### src/rtl/uart_rx_ctrl_pkg.sv
// Shared types and constants for the UART receive control block:
// FSM state encoding, legal oversampling ratios and reset defaults.
package uart_rx_ctrl_pkg;

    typedef enum logic [1:0] {
        ST_OFF       = 2'd0,
        ST_RUN       = 2'd1,
        ST_WAIT_IDLE = 2'd2,
        ST_APPLY     = 2'd3
    } state_t;

    localparam int PRESCALE_W = 6;

    localparam logic [PRESCALE_W-1:0] PRESCALE_8  = 6'd8;
    localparam logic [PRESCALE_W-1:0] PRESCALE_16 = 6'd16;
    localparam logic [PRESCALE_W-1:0] PRESCALE_32 = 6'd32;

    localparam logic [PRESCALE_W-1:0] PRESCALE_DEF = PRESCALE_8;
    localparam logic                  PAR_EN_DEF   = 1'b1;
    localparam logic                  PAR_TYP_DEF  = 1'b0;

    // Only the three supported oversampling ratios are accepted.
    function automatic logic prescale_legal(input logic [PRESCALE_W-1:0] p);
        logic ok;
        case (p)
            PRESCALE_8,
            PRESCALE_16,
            PRESCALE_32: ok = 1'b1;
            default:     ok = 1'b0;
        endcase
        return ok;
    endfunction

endpackage

### src/rtl/uart_rx_ctrl_rx_frame_fifo.sv
// Synchronous first-word-fall-through frame buffer. The head entry is
// visible on pop_data whenever the buffer is non-empty and reads as zero
// otherwise. A push into a full buffer is accepted only when a pop happens
// in the same cycle.
module rx_frame_fifo #(
    parameter int DATA_WIDTH = 8,
    parameter int FIFO_DEPTH = 4
) (
    input  logic                  clk,
    input  logic                  rst,
    input  logic                  push,
    input  logic [DATA_WIDTH-1:0] push_data,
    input  logic                  pop,
    output logic [DATA_WIDTH-1:0] pop_data,
    output logic                  full,
    output logic                  empty
);

    localparam int AW = $clog2(FIFO_DEPTH);
    localparam int CW = AW + 1;

    logic [DATA_WIDTH-1:0] mem_r [FIFO_DEPTH];
    logic [AW-1:0]         wr_ptr_r;
    logic [AW-1:0]         rd_ptr_r;
    logic [CW-1:0]         count_r;
    logic                  wr_en_s;
    logic                  rd_en_s;

    assign full    = (count_r == CW'(FIFO_DEPTH));
    assign empty   = (count_r == {CW{1'b0}});
    assign rd_en_s = pop && !empty;
    assign wr_en_s = push && (!full || rd_en_s);

    assign pop_data = empty ? {DATA_WIDTH{1'b0}} : mem_r[rd_ptr_r];

    // Storage array; contents are only observable through a valid head.
    always_ff @(posedge clk) begin
        if (wr_en_s) begin
            mem_r[wr_ptr_r] <= push_data;
        end
    end

    // Pointers wrap naturally because the depth is a power of two.
    always_ff @(posedge clk or posedge rst) begin
        if (rst) begin
            wr_ptr_r <= {AW{1'b0}};
            rd_ptr_r <= {AW{1'b0}};
            count_r  <= {CW{1'b0}};
        end else begin
            if (wr_en_s) begin
                wr_ptr_r <= wr_ptr_r + AW'(1);
            end
            if (rd_en_s) begin
                rd_ptr_r <= rd_ptr_r + AW'(1);
            end
            case ({wr_en_s, rd_en_s})
                2'b10:   count_r <= count_r + CW'(1);
                2'b01:   count_r <= count_r - CW'(1);
                default: count_r <= count_r;
            endcase
        end
    end

endmodule

### src/rtl/uart_rx_ctrl.sv
// UART receive control: owns the receiver configuration (applied only
// between frames), gates the receiver enable, buffers frames and keeps
// saturating error/overflow statistics.
module uart_rx_ctrl
    import uart_rx_ctrl_pkg::*;
#(
    parameter int DATA_WIDTH = 8,
    parameter int FIFO_DEPTH = 4,
    parameter int CNT_W      = 8
) (
    input  logic                  clk,
    input  logic                  rst,
    input  logic                  ctrl_en,
    input  logic                  cfg_wr,
    input  logic [5:0]            cfg_prescale,
    input  logic                  cfg_par_en,
    input  logic                  cfg_par_typ,
    output logic                  cfg_rej,
    output logic                  cfg_pending,
    input  logic                  rx_busy,
    output logic                  rx_enable,
    output logic [5:0]            rx_prescale,
    output logic                  rx_par_en,
    output logic                  rx_par_typ,
    input  logic                  rx_data_valid,
    input  logic [DATA_WIDTH-1:0] rx_p_data,
    input  logic                  rx_par_err,
    input  logic                  rx_stp_err,
    output logic [DATA_WIDTH-1:0] out_data,
    output logic                  out_valid,
    input  logic                  out_ready,
    input  logic                  clr_cnt,
    output logic [CNT_W-1:0]      par_err_cnt,
    output logic [CNT_W-1:0]      stp_err_cnt,
    output logic [CNT_W-1:0]      ovf_cnt
);

    function automatic logic [CNT_W-1:0] sat_inc(input logic [CNT_W-1:0] v);
        return (&v) ? v : v + CNT_W'(1);
    endfunction

    state_t          state_r;
    state_t          state_next_s;
    logic            rx_enable_r;
    logic [5:0]      rx_prescale_r;
    logic            rx_par_en_r;
    logic            rx_par_typ_r;
    logic [5:0]      pend_prescale_r;
    logic            pend_par_en_r;
    logic            pend_par_typ_r;
    logic            cfg_pending_r;
    logic            cfg_rej_r;
    logic            cfg_accept_s;
    logic            push_req_s;
    logic            pop_s;
    logic            fifo_full_s;
    logic            fifo_empty_s;
    logic            drop_s;
    logic [CNT_W-1:0] par_err_cnt_r;
    logic [CNT_W-1:0] stp_err_cnt_r;
    logic [CNT_W-1:0] ovf_cnt_r;

    assign cfg_accept_s = cfg_wr && prescale_legal(cfg_prescale);
    assign push_req_s   = rx_data_valid && (state_r != ST_OFF);
    assign pop_s        = out_ready && !fifo_empty_s;
    assign drop_s       = push_req_s && fifo_full_s && !pop_s;

    assign rx_enable   = rx_enable_r;
    assign rx_prescale = rx_prescale_r;
    assign rx_par_en   = rx_par_en_r;
    assign rx_par_typ  = rx_par_typ_r;
    assign cfg_pending = cfg_pending_r;
    assign cfg_rej     = cfg_rej_r;
    assign out_valid   = !fifo_empty_s;
    assign par_err_cnt = par_err_cnt_r;
    assign stp_err_cnt = stp_err_cnt_r;
    assign ovf_cnt     = ovf_cnt_r;

    // Next-state logic; a pending config always gets applied before OFF.
    always_comb begin
        state_next_s = state_r;
        case (state_r)
            ST_OFF: begin
                if (ctrl_en) begin
                    state_next_s = ST_RUN;
                end else begin
                    state_next_s = ST_OFF;
                end
            end
            ST_RUN: begin
                if (cfg_pending_r) begin
                    state_next_s = rx_busy ? ST_WAIT_IDLE : ST_APPLY;
                end else if (!ctrl_en && !rx_busy) begin
                    state_next_s = ST_OFF;
                end else begin
                    state_next_s = ST_RUN;
                end
            end
            ST_WAIT_IDLE: begin
                if (!rx_busy) begin
                    state_next_s = ST_APPLY;
                end else begin
                    state_next_s = ST_WAIT_IDLE;
                end
            end
            ST_APPLY: begin
                state_next_s = ctrl_en ? ST_RUN : ST_OFF;
            end
            default: begin
                state_next_s = ST_OFF;
            end
        endcase
    end

    // State register; the enable is registered from the next state so it
    // tracks the state decode without a combinational output path.
    always_ff @(posedge clk or posedge rst) begin
        if (rst) begin
            state_r     <= ST_OFF;
            rx_enable_r <= 1'b0;
        end else begin
            state_r     <= state_next_s;
            rx_enable_r <= (state_next_s == ST_RUN) || (state_next_s == ST_WAIT_IDLE);
        end
    end

    // Config shadowing: direct apply while OFF, otherwise stage as pending.
    // A write landing in the APPLY cycle becomes the next pending config.
    always_ff @(posedge clk or posedge rst) begin
        if (rst) begin
            rx_prescale_r   <= PRESCALE_DEF;
            rx_par_en_r     <= PAR_EN_DEF;
            rx_par_typ_r    <= PAR_TYP_DEF;
            pend_prescale_r <= PRESCALE_DEF;
            pend_par_en_r   <= PAR_EN_DEF;
            pend_par_typ_r  <= PAR_TYP_DEF;
            cfg_pending_r   <= 1'b0;
            cfg_rej_r       <= 1'b0;
        end else begin
            cfg_rej_r <= cfg_wr && !prescale_legal(cfg_prescale);
            if (state_r == ST_APPLY) begin
                rx_prescale_r <= pend_prescale_r;
                rx_par_en_r   <= pend_par_en_r;
                rx_par_typ_r  <= pend_par_typ_r;
            end
            if (cfg_accept_s) begin
                if (state_r == ST_OFF) begin
                    rx_prescale_r <= cfg_prescale;
                    rx_par_en_r   <= cfg_par_en;
                    rx_par_typ_r  <= cfg_par_typ;
                    cfg_pending_r <= 1'b0;
                end else begin
                    pend_prescale_r <= cfg_prescale;
                    pend_par_en_r   <= cfg_par_en;
                    pend_par_typ_r  <= cfg_par_typ;
                    cfg_pending_r   <= 1'b1;
                end
            end else if (state_r == ST_APPLY) begin
                cfg_pending_r <= 1'b0;
            end
        end
    end

    // Saturating statistics; clear wins over a same-cycle increment.
    always_ff @(posedge clk or posedge rst) begin
        if (rst) begin
            par_err_cnt_r <= {CNT_W{1'b0}};
            stp_err_cnt_r <= {CNT_W{1'b0}};
            ovf_cnt_r     <= {CNT_W{1'b0}};
        end else if (clr_cnt) begin
            par_err_cnt_r <= {CNT_W{1'b0}};
            stp_err_cnt_r <= {CNT_W{1'b0}};
            ovf_cnt_r     <= {CNT_W{1'b0}};
        end else begin
            if (rx_par_err) begin
                par_err_cnt_r <= sat_inc(par_err_cnt_r);
            end
            if (rx_stp_err) begin
                stp_err_cnt_r <= sat_inc(stp_err_cnt_r);
            end
            if (drop_s) begin
                ovf_cnt_r <= sat_inc(ovf_cnt_r);
            end
        end
    end

    rx_frame_fifo #(
        .DATA_WIDTH (DATA_WIDTH),
        .FIFO_DEPTH (FIFO_DEPTH)
    ) u_fifo (
        .clk       (clk),
        .rst       (rst),
        .push      (push_req_s),
        .push_data (rx_p_data),
        .pop       (pop_s),
        .pop_data  (out_data),
        .full      (fifo_full_s),
        .empty     (fifo_empty_s)
    );

endmodule

### config.mk
export PLATFORM = sky130hd
export DESIGN_NAME = uart_rx_ctrl
export DESIGN_NICKNAME = d
export VERILOG_FILES = /design/src/rtl/uart_rx_ctrl_pkg.sv /design/src/rtl/uart_rx_ctrl_rx_frame_fifo.sv /design/src/rtl/uart_rx_ctrl.sv
export SDC_FILE = /design/constraint.sdc
export NUM_CORES = 1
export LEC_CHECK = 0
export CORE_MARGIN = 2
export CORE_UTILIZATION = 43
export DETAILED_ROUTE_END_ITERATION = 8
export GPL_ROUTABILITY_DRIVEN = 0
export GPL_TIMING_DRIVEN = 0
export HOLD_SLACK_MARGIN = 0.1
export PLACE_DENSITY = 0.67
export SYNTH_ARGS = -nofsm -noshare
export SYNTH_HDL_FRONTEND = slang
export SYNTH_HIERARCHICAL = 1
export SYNTH_SLANG_ARGS = --single-unit
### constraint.sdc
create_clock -name clk -period 6 [get_ports clk]
set_input_delay 1.5 -clock clk [delete_from_list [all_inputs] [get_ports clk]]
set_output_delay 1.5 -clock clk [all_outputs]
set_load 0.02 [all_outputs]
* Word-level counts from Yosys, hierarchy flattened *
Memories as Yosys holds them, arrays and structs flattened.
Index checks and enable logic that the tools add are counted.

word-level totals
  bits in registers = 52
  latch bits = 0
  memory bits (writable) = 32
  memory bits (read-only) = 0
  input bits = 26
  output and inout bits = 44
  word-level logic and storage cells = 104
  memories kept = 1

memories
  name          depth  width  rd ports  clocked after Yosys merged registers in  wr ports  line                              text
  u_fifo.mem_r  4      8      1         0                                        1         uart_rx_ctrl_rx_frame_fifo.sv:22  logic [DATA_WIDTH-1:0] mem_r [FIFO_DEPTH];

cells by class
  add/subtract/negate cells = 7
  $mul = 0
  divide/modulo/power cells = 0
  order comparisons = 0
  equal/unequal tests = 14
  shifts and indexed selects = 0
  muxes and demuxes = 31
  bitwise gates (word level) = 1
  reduce and logical (&&, ||, !) cells = 34

operators with widths
  kind                                                  count
  2-to-1 mux 8 bit                                      10
  adder 8 x 1 -> 8 bit (second input constant)          3
  AND reduction 8 bit                                   3
  2-to-1 mux 6 bit                                      3
  2-to-1 mux 1 bit                                      15
  nonzero test 2 bit                                    6
  logical AND 1 bit                                     9
  equality test 2 bit (second input constant)           4
  AND reduction 2 bit                                   4
  equality test 2 x 1 -> 1 bit (second input constant)  3
  equality test 6 x 4 -> 1 bit (second input constant)  1
  equality test 6 x 5 -> 1 bit (second input constant)  1
  equality test 6 bit (second input constant)           1
  logical NOT 1 bit                                     6
  != test 2 bit (second input constant)                 3
  one-hot mux 2 bit (3 select lines)                    1
  one-hot mux 3 bit (2 select lines)                    1
  adder 2 x 1 -> 2 bit (second input constant)          2
  adder 3 x 1 -> 3 bit (second input constant)          1
  equality test 3 bit (second input constant)           1
  logical NOT 3 bit                                     1
  OR reduction 3 bit                                    1
  subtractor 3 x 1 -> 3 bit (second input constant)     1
  logical NOT 2 bit                                     1
  other kinds (4)                                       5

* Depth between registers and ports, before layout *
Gate-level depths: netlist of run 1.

  word-level depth = 8
  depth in mapped cells = 11
  depth with buffers taken out = 9

* By module *
The synthesis of run 1 kept the hierarchy.

by module, submodules not included
  module         instances  cells an instance  area an instance (um^2)  seq. area each (um^2)
  uart_rx_ctrl   1          205                2,247.2                  1,131.1
  rx_frame_fifo  1          106                1,725.4                  1,136.1

* Least setup slack after synthesis of run 1 *
OpenSTA, ideal clock, no wires.

  path kind = input port to flip-flop
  from = input port rx_data_valid
  to = register u_fifo.count_r[2]
  setup time = 0.130 ns
  arrival time = 2.722 ns
  setup slack = 3.148 ns
  stages = 7
  path buffers = 1
  cells stage by stage = nor2b_2 > buf_2 > nand3b_1 > fa_1 > nand2b_1 > o211ai_1 > nand3_1

on the way
  word-level cells in the longest chain between the ends = 4
  elaborated cells on any way between the ends = 6
  those cells by class = eq/ne: 2; mux: 1; reduce/logical: 3

RTL lines
  what                                                                      line                              text
  from (decl)                                                               uart_rx_ctrl.sv:25                input logic rx_data_valid,
  logical AND 1 bit (*)                                                     uart_rx_ctrl.sv:64                assign push_req_s = rx_data_valid && (state_r != ST_OFF);
  logical AND 1 bit (*)                                                     uart_rx_ctrl_rx_frame_fifo.sv:32  assign wr_en_s = push && (!full || rd_en_s);
  equality test 2 x 1 -> 1 bit or equality test 2 bit (tied branches)       uart_rx_ctrl_rx_frame_fifo.sv:56  case ({wr_en_s, rd_en_s})
  one-hot mux 3 bit (2 select lines) or nonzero test 2 bit (tied branches)  -
  to (signal assigned)                                                      uart_rx_ctrl_rx_frame_fifo.sv:57  2'b10: count_r <= count_r + CW'(1);
  to (signal assigned)                                                      uart_rx_ctrl_rx_frame_fifo.sv:58  2'b01: count_r <= count_r - CW'(1);
  to (signal assigned)                                                      uart_rx_ctrl_rx_frame_fifo.sv:59  default: count_r <= count_r;
  to (decl)                                                                 uart_rx_ctrl_rx_frame_fifo.sv:25  logic [CW-1:0] count_r;

Mark *: on every way between the ends. The rest lies on a longest branch, timed or not.
A chain may end at the register's enable or synchronous reset.

* Worst setup path after layout of run 1 *
  from = register u_fifo.count_r[0]
  to = output port out_data[7]

on the way
  word-level cells in the longest chain between the ends = 2

RTL lines
  what                    line                              text
  from (signal assigned)  uart_rx_ctrl_rx_frame_fifo.sv:48  count_r <= {CW{1'b0}};
  from (signal assigned)  uart_rx_ctrl_rx_frame_fifo.sv:57
  from (signal assigned)  uart_rx_ctrl_rx_frame_fifo.sv:58
  logical NOT 3 bit       uart_rx_ctrl_rx_frame_fifo.sv:30  assign empty = (count_r == {CW{1'b0}});
  2-to-1 mux 8 bit        uart_rx_ctrl_rx_frame_fifo.sv:34  assign pop_data = empty ? {DATA_WIDTH{1'b0}} : mem_r[rd_ptr_r];
  to (decl)               uart_rx_ctrl.sv:29                output logic [DATA_WIDTH-1:0] out_data,

No other way between the ends.

==> impl_results.md, run 1 <==
* Core area at 9110 um2
* Overall die area at 10000 um2
* R2r setup slk at 3.20 ns
* DP Area at 4810 um2
* Post-CTS sizing at 0
* Setup Skew at 0.0140 ns
* Die W at 100 um
* Final Util at 55.0%
* Drc violations at 0
* RSZ-0062 raised after global routing: no
* DR vias at 2692
* Pwr/cell area at 394 nW/um2
* Final setup viols at 0
* Detail Placement HPWL at 5.38 mm
* Worst Path Arrival at 2.30 ns
* Hold buffer count at CTS at 0
* Cell area after layout at 5010 um2
* Rows at 35
* CTS clk-pin slew, worst paths at 0.09 ns
* Post-synth EDFFs at 32
* Crit path time final at 3.80 ns
* Final hold vios at 0
* DRC marker count from the first detailed-route iteration at 80
* Seq/Total Area, Yosys at 57.1%
* Final Max Tran Viols at 0
* Vias in the first global route at 2610
* Nets at 429
* Global-route wire length before repair at 12.8 mm
* Post-CTS Setup Bufs at 0
* Global route overflow at 0
* Mapped Avg Cell Area at 12.8 um2
* Area delta synth->final at 26.2%
* Syn_nets at 349
* Setup tns final at 0 ns
* Post-DR vias/cell at 5.31
* Dominant cell type by area after synthesis: dfrtp_1
* Total Wirelength at 7.69 mm
* Layout cell share with drive strength beyond 1 at 16.7%
* Crit start category: flip-flop
* Buffers added on ports at 68
* Pre-antenna DRT Iters at 5
* Yosys top cell area share at 30.2%
* P_leak at 2.02 nW
* Dominant synthesized flop cell: dfrtp_1
* Fmax at 263 MHz
* CTS Buf Count at 9
* FF+latch count, synth at 84
* CTS tree: done
* Unique masters post-synth at 50
* Max-Cap Viols at 0
* Drt wl/cell at 15.2 um
* Status: completed
* Initial Util at 43.6%
* Worst slew pin tran at 0.566 ns
* Initial antenna violation count at 0
* Critical Path End Type: output pin
* Warnings from Yosys at 6
* Clock latency at the later pin of the worst-skew pair at 0.36 ns
* Async set-reset flop share out of synthesis at 61.9%
* Clock root cell: clkbuf_8
* WP data required at 4.50 ns
* Period Utilization, post-route at 63.3%
* Antenna Cells at 0
* Htree depth at 3
* Max Buffers Root-to-Sink at 2
* Worst-path maximum fanout at 10
* Worst hold path class: flip-flop to flip-flop
* Final ANT Viol Nets at 0
* Netlist Area Pre-Place at 3970 um2
* Critical path class: flip-flop to output pin
* Die Span Y at 100 um
* Max IR drop VDD at 0.228 mV
* Max-slew headroom at 62.3%
* Most frequent cells in the layout: 68 x clkdlybuf4s50_1, 48 x dfrtp_1, 32 x edfxtp_1
* Synth top area cells: dfrtp_1 30%, edfxtp_1 24%, mux4_2 4.5%, ha_1 3.5%, mux2_2 3.1%
* Power, Total at 0.00198 W
* Commonest non-fill, non-tap cell in the layout: clkdlybuf4s50_1
* GR Util All Layers at 16.2%
* Post-Syn Instances at 311
* IO Count at 70
* Clock sink count at 84
* Largest net degree at the start of global routing at 43
[synth_stat cells, types with 3 or more instances]
master     n
or4_1      5
and2_1     9
nand4_1    5
a21oi_1   16
edfxtp_1  32
nand2_1   10
ha_1      11
nor3_1     3
dfrtp_1   48
xnor2_1    5
o211ai_1   3
mux2_2    11
or3_1      4
mux4_2     8
nand3_1   10
buf_2      3
o21ai_0   11
dfstp_2    4
o31ai_1    4
and3_1     3
inv_1     18
mux2_4     6
and2_2     5
clkbuf_1   6
xor2_1     9
nor2_1    20
nor2b_1    6
mux2i_1    6
[report_power, final]
group          internal, W  switching, W
Combinational     0.000404      0.000384
Clock             0.000165      0.000229
Sequential        0.000728     0.0000666
Total              0.00130      0.000680
[final cells by class]
type                       count  area [um2]
buffer                        11        60.1
clock buffer                   9         124
clock inverter                 7        76.3
fill                         778        4100
inverter                      18        67.6
multi-input combinational    198        1580
sequential                    84        2270
tap                          111         139
timing repair buffer          69         701
[routing by layer]
metal | vias to the layer above | track usage (%) | wire, um
met2 | 51 | 25.1 | 3780
met5 | - | 0 | 0
met4 | 0 | 7.48 | 153
met1 | 1336 | 22.5 | 3540
met3 | 16 | 2.72 | 217
li1 | 1289 | - | -
[cells by family (layout without fill, tap and decap cells)]
logic type,count (synthesis),after routing,share of synthesized area [%]
AND/OR/NAND/NOR,93,93,13.3
flip-flops,84,84,57.1
AO/OA/AOI/OAI,48,48,7.97
multiplexers,31,31,11.4
buffers and inverters,29,114,3.21
XOR/XNOR,14,14,3.09
adder cells (fa/ha/maj),12,12,3.97
[final timing paths]
check | start | endpoint | cells past startpoint
max | u_fifo/count_r[0] | out_data[7] | 4
min | pend_prescale_r[4] | pend_prescale_r[4] | 1
max reg2reg | u_fifo/count_r[0] | u_fifo/count_r[2] | 11
min reg2reg | pend_prescale_r[4] | pend_prescale_r[4] | 1
max in group asynchronous | rst | pend_prescale_r[3] | 3
min in group asynchronous | rst | stp_err_cnt[7] | 2
[flip-flops by register name, indices dropped and copies added (netlist names)]
register         cells
u_fifo/wr_ptr_r      2
u_fifo/count_r       3
pend_prescale_r      6
rx_prescale          6
pend_par_typ_r       1
u_fifo/mem_r        32
pend_par_en_r        1
rx_enable            1
cfg_pending          1
u_fifo/rd_ptr_r      2
par_err_cnt          8
rx_par_typ           1
state_r              2
stp_err_cnt          8
ovf_cnt              8
cfg_rej              1
rx_par_en            1
[worst max-delay path: stages, from the launching register on]
cell	delay [ns]
dfrtp_1	0.45
or3_2	0.52
clkbuf_1	0.24
and2_1	0.21
clkdlybuf4s50_1	0.53
[metrics by stage]
step | setup WS, ns | hold slack [ns] | std cells
2_1_floorplan | 3.15 | 0.464 | 311
3_3_place_gp | 2.43 | 0.482 | 490
3_5_place_dp | 2.53 | 0.495 | 491
4_1_cts | 2.16 | 0.515 | 507
5_1_grt | 2.06 | 0.533 | 507
6_report | 2.20 | 0.513 | 507
(Power assumes the default switching activity.)
==> inputs of run 2 (changes only) <==
--- a/config.mk
+++ b/config.mk
@@ -11,7 +11,7 @@
 export GPL_ROUTABILITY_DRIVEN = 0
 export GPL_TIMING_DRIVEN = 0
 export HOLD_SLACK_MARGIN = 0.1
-export PLACE_DENSITY = 0.67
+export PLACE_DENSITY = 0.7
 export SYNTH_ARGS = -nofsm -noshare
 export SYNTH_HDL_FRONTEND = slang
 export SYNTH_HIERARCHICAL = 1
==> constraint.sdc (replaced) <==
create_clock -name clk -period 3.1 [get_ports clk]
set_input_delay 0.775 -clock clk [delete_from_list [all_inputs] [get_ports clk]]
set_output_delay 0.775 -clock clk [all_outputs]
set_load 0.02 [all_outputs]
==> impl_results.md, run 2 (synthesis gave the netlist of run 1 again) <==
* Status: completed (unchanged)
* Largest net degree at the start of global routing at 35 (was 43)
* Vias in the first global route at 2681 (was 2610)
* Global route overflow at 0 (unchanged)
* Drc violations at 0 (unchanged)
* Setup WS post-layout at 0.164 ns (was 2.20 ns)
* CTS clk-pin slew, worst paths at 0.10 ns (was 0.09 ns)
* Htree depth at 3 (unchanged)
* Global-route wire length before repair at 12.8 mm (about the same)
* Commonest non-fill, non-tap cell in the layout: clkdlybuf4s50_1 (unchanged)
* Nets at 427 (was 429)
* Detail Placement HPWL at 5.32 mm (was 5.38 mm)
* Final ANT Viol Nets at 0 (unchanged)
* Max-slew headroom at 60.7% (was 62.3%)
* Die W at 100 um (unchanged)
* Crit-path max cell delay at 0.53 ns (about the same)
* Worst Setup SP: u_fifo/rd_ptr_r[0] (was u_fifo/count_r[0])
* Crit path time final at 2.94 ns
* CTS Buf Count at 9 (unchanged)
* Crit start category: flip-flop (unchanged)
* RSZ-0062 raised after global routing: no (unchanged)
* DP Area at 4810 um2 (unchanged)
* Buffers added on ports at 68 (unchanged)
* P_leak at 2.02 nW (about the same)
* Clock root cell: clkbuf_8 (unchanged)
* Period Utilization, post-route at 94.7%
* Fill count at 778 (unchanged)
* Hold-critical path depth at 1 (unchanged)
* Overall die area at 10000 um2 (unchanged)
* Area delta synth->final at 26.2% (unchanged)
* Pre-antenna DRT Iters at 4 (was 5)
* Final Max Tran Viols at 0 (unchanged)
* Rows at 35 (unchanged)
* CTS tree: done (unchanged)
* Hold buffer count at CTS at 0 (unchanged)
* Cells along the critical path: clkbuf_4 > mux4_2 > and2_1 > clkdlybuf4s50_1 (was or3_2 > clkbuf_1 > and2_1 > clkdlybuf4s50_1)
* Initial antenna violation count at 0 (unchanged)
* Cell area after layout at 5010 um2 (unchanged)
* Setup tns final at 0 ns (unchanged)
* Reg2Reg Depth at 10 (was 11)
* Pwr/cell area at 770 nW/um2 (was 394 nW/um2)
* Max IR drop VDD at 0.396 mV (was 0.228 mV)
* Worst path slowest cell: clkdlybuf4s50_1 (unchanged)
* Core area at 9110 um2 (unchanged)
* Die Span Y at 100 um (unchanged)
* Worst Path Arrival at 2.16 ns (was 2.30 ns)
* Final hold vios at 0 (unchanged)
* Total Wirelength at 7.65 mm (was 7.69 mm)
* Critical Path End Type: output pin (unchanged)
* Clock latency at the later pin of the worst-skew pair at 0.36 ns (about the same)
* Worst-path maximum fanout at 10 (unchanged)
* Number of flip-flops in the largest register at 32 (unchanged)
* RR Startpoint: u_fifo/count_r[0] (unchanged)
* Clock sink count at 84 (unchanged)
* Register Area at 2270 um2 (unchanged)
* Max-Cap Viols at 0 (unchanged)
* GR Util All Layers at 16.3% (was 16.2%)
* Worst hold path class: flip-flop to flip-flop (unchanged)
* Antenna Cells at 0 (unchanged)
* DR vias at 2655 (was 2692)
* Largest Register: u_fifo/mem_r (unchanged)
* Layout cell share with drive strength beyond 1 at 16.8% (was 16.7%)
* Setup Skew at 0.0156 ns (was 0.0140 ns)
* Worst hold start: pend_prescale_r[2] (was pend_prescale_r[4])
* Most frequent cells in the layout: 68 x clkdlybuf4s50_1, 48 x dfrtp_1, 32 x edfxtp_1 (unchanged)
* Max Buffers Root-to-Sink at 2 (unchanged)
* Drt wl/cell at 15.1 um (was 15.2 um)
* WP data required at 2.32 ns (was 4.50 ns)
* Multi-input gate area at 1580 um2 (unchanged)
* Fmax at 341 MHz
* Initial Util at 43.6% (unchanged)
* Worst slew pin tran at 0.590 ns (was 0.566 ns)
* DRC marker count from the first detailed-route iteration at 119 (was 80)
* Final setup viols at 0 (unchanged)
* DP Worst Slack at 0.355 ns (was 2.53 ns)
* Critical path class: flip-flop to output pin (unchanged)
* IO Count at 70 (unchanged)
* Post-DR vias/cell at 5.26 (was 5.31)
run 2: per-layer routing:
metal | routed length (um) | GRT usage (%)
met2 | 3660 | 25.6
met3 | 270 | 3.41
met4 | 152 | 7.27
met5 | 0 | 0
met1 | 3570 | 21.9
run 2: layout make-up:
| type | count | area share, % |
|---|---|---|
| plain buffers | 9 | 1.10 |
| clock buffers | 9 | 2.47 |
| clock inverters | 7 | 1.62 |
| inverters | 18 | 1.35 |
| multi-input cells | 198 | 31.5 |
| flip-flops and latches | 84 | 45.2 |
| well taps | 111 | 2.77 |
| repair buffers | 69 | 14.0 |
run 2: worst max-delay path: cells and delay by family (launching register included):
| kind | cells | cell delay, ns |
|---|---|---|
| buf+inv | 2 | 0.78 |
| flops | 1 | 0.33 |
| mux | 1 | 0.52 |
| simple gates | 1 | 0.17 |
run 2: power breakdown:
part / switching [W] / internal [W] / leakage [nW]
Sequential: 0.000152 / 0.00141 / 0.970
Clock: 0.000471 / 0.000322 / 0.103
Combinational: 0.000723 / 0.000783 / 0.948
Total: 0.00135 / 0.00251 / 2.02
run 2: what timing repair did:
action	4_1_cts	5_1_grt
endpoints found under the setup margin	0	9
buffers inserted	0	0
resized for setup	0	1
run 2: path summary, 6_finish.rpt:
path                       slack (ns)            endpoint
min reg2reg                      0.51  pend_prescale_r[2]
max                              0.16         out_data[7]
min                              0.51  pend_prescale_r[2]
max reg2reg                      0.47   u_fifo/count_r[2]
max in group asynchronous        1.83           rx_par_en
min in group asynchronous        0.72  u_fifo/rd_ptr_r[1]
run 2: metrics by stage:
stage / instances / power, W / utilization, % / hold WS [ns]
after detailed placement: 491 / 0.00311 / 52.8 / 0.493
final: 505 / 0.00386 / 55.0 / 0.508
after global routing: 505 / 0.00411 / 55.0 / 0.543
after CTS: 507 / 0.00391 / 55.1 / 0.515
after floorplan: 311 / 0.00257 / - / 0.464
after global placement: 490 / 0.00306 / 52.6 / 0.482
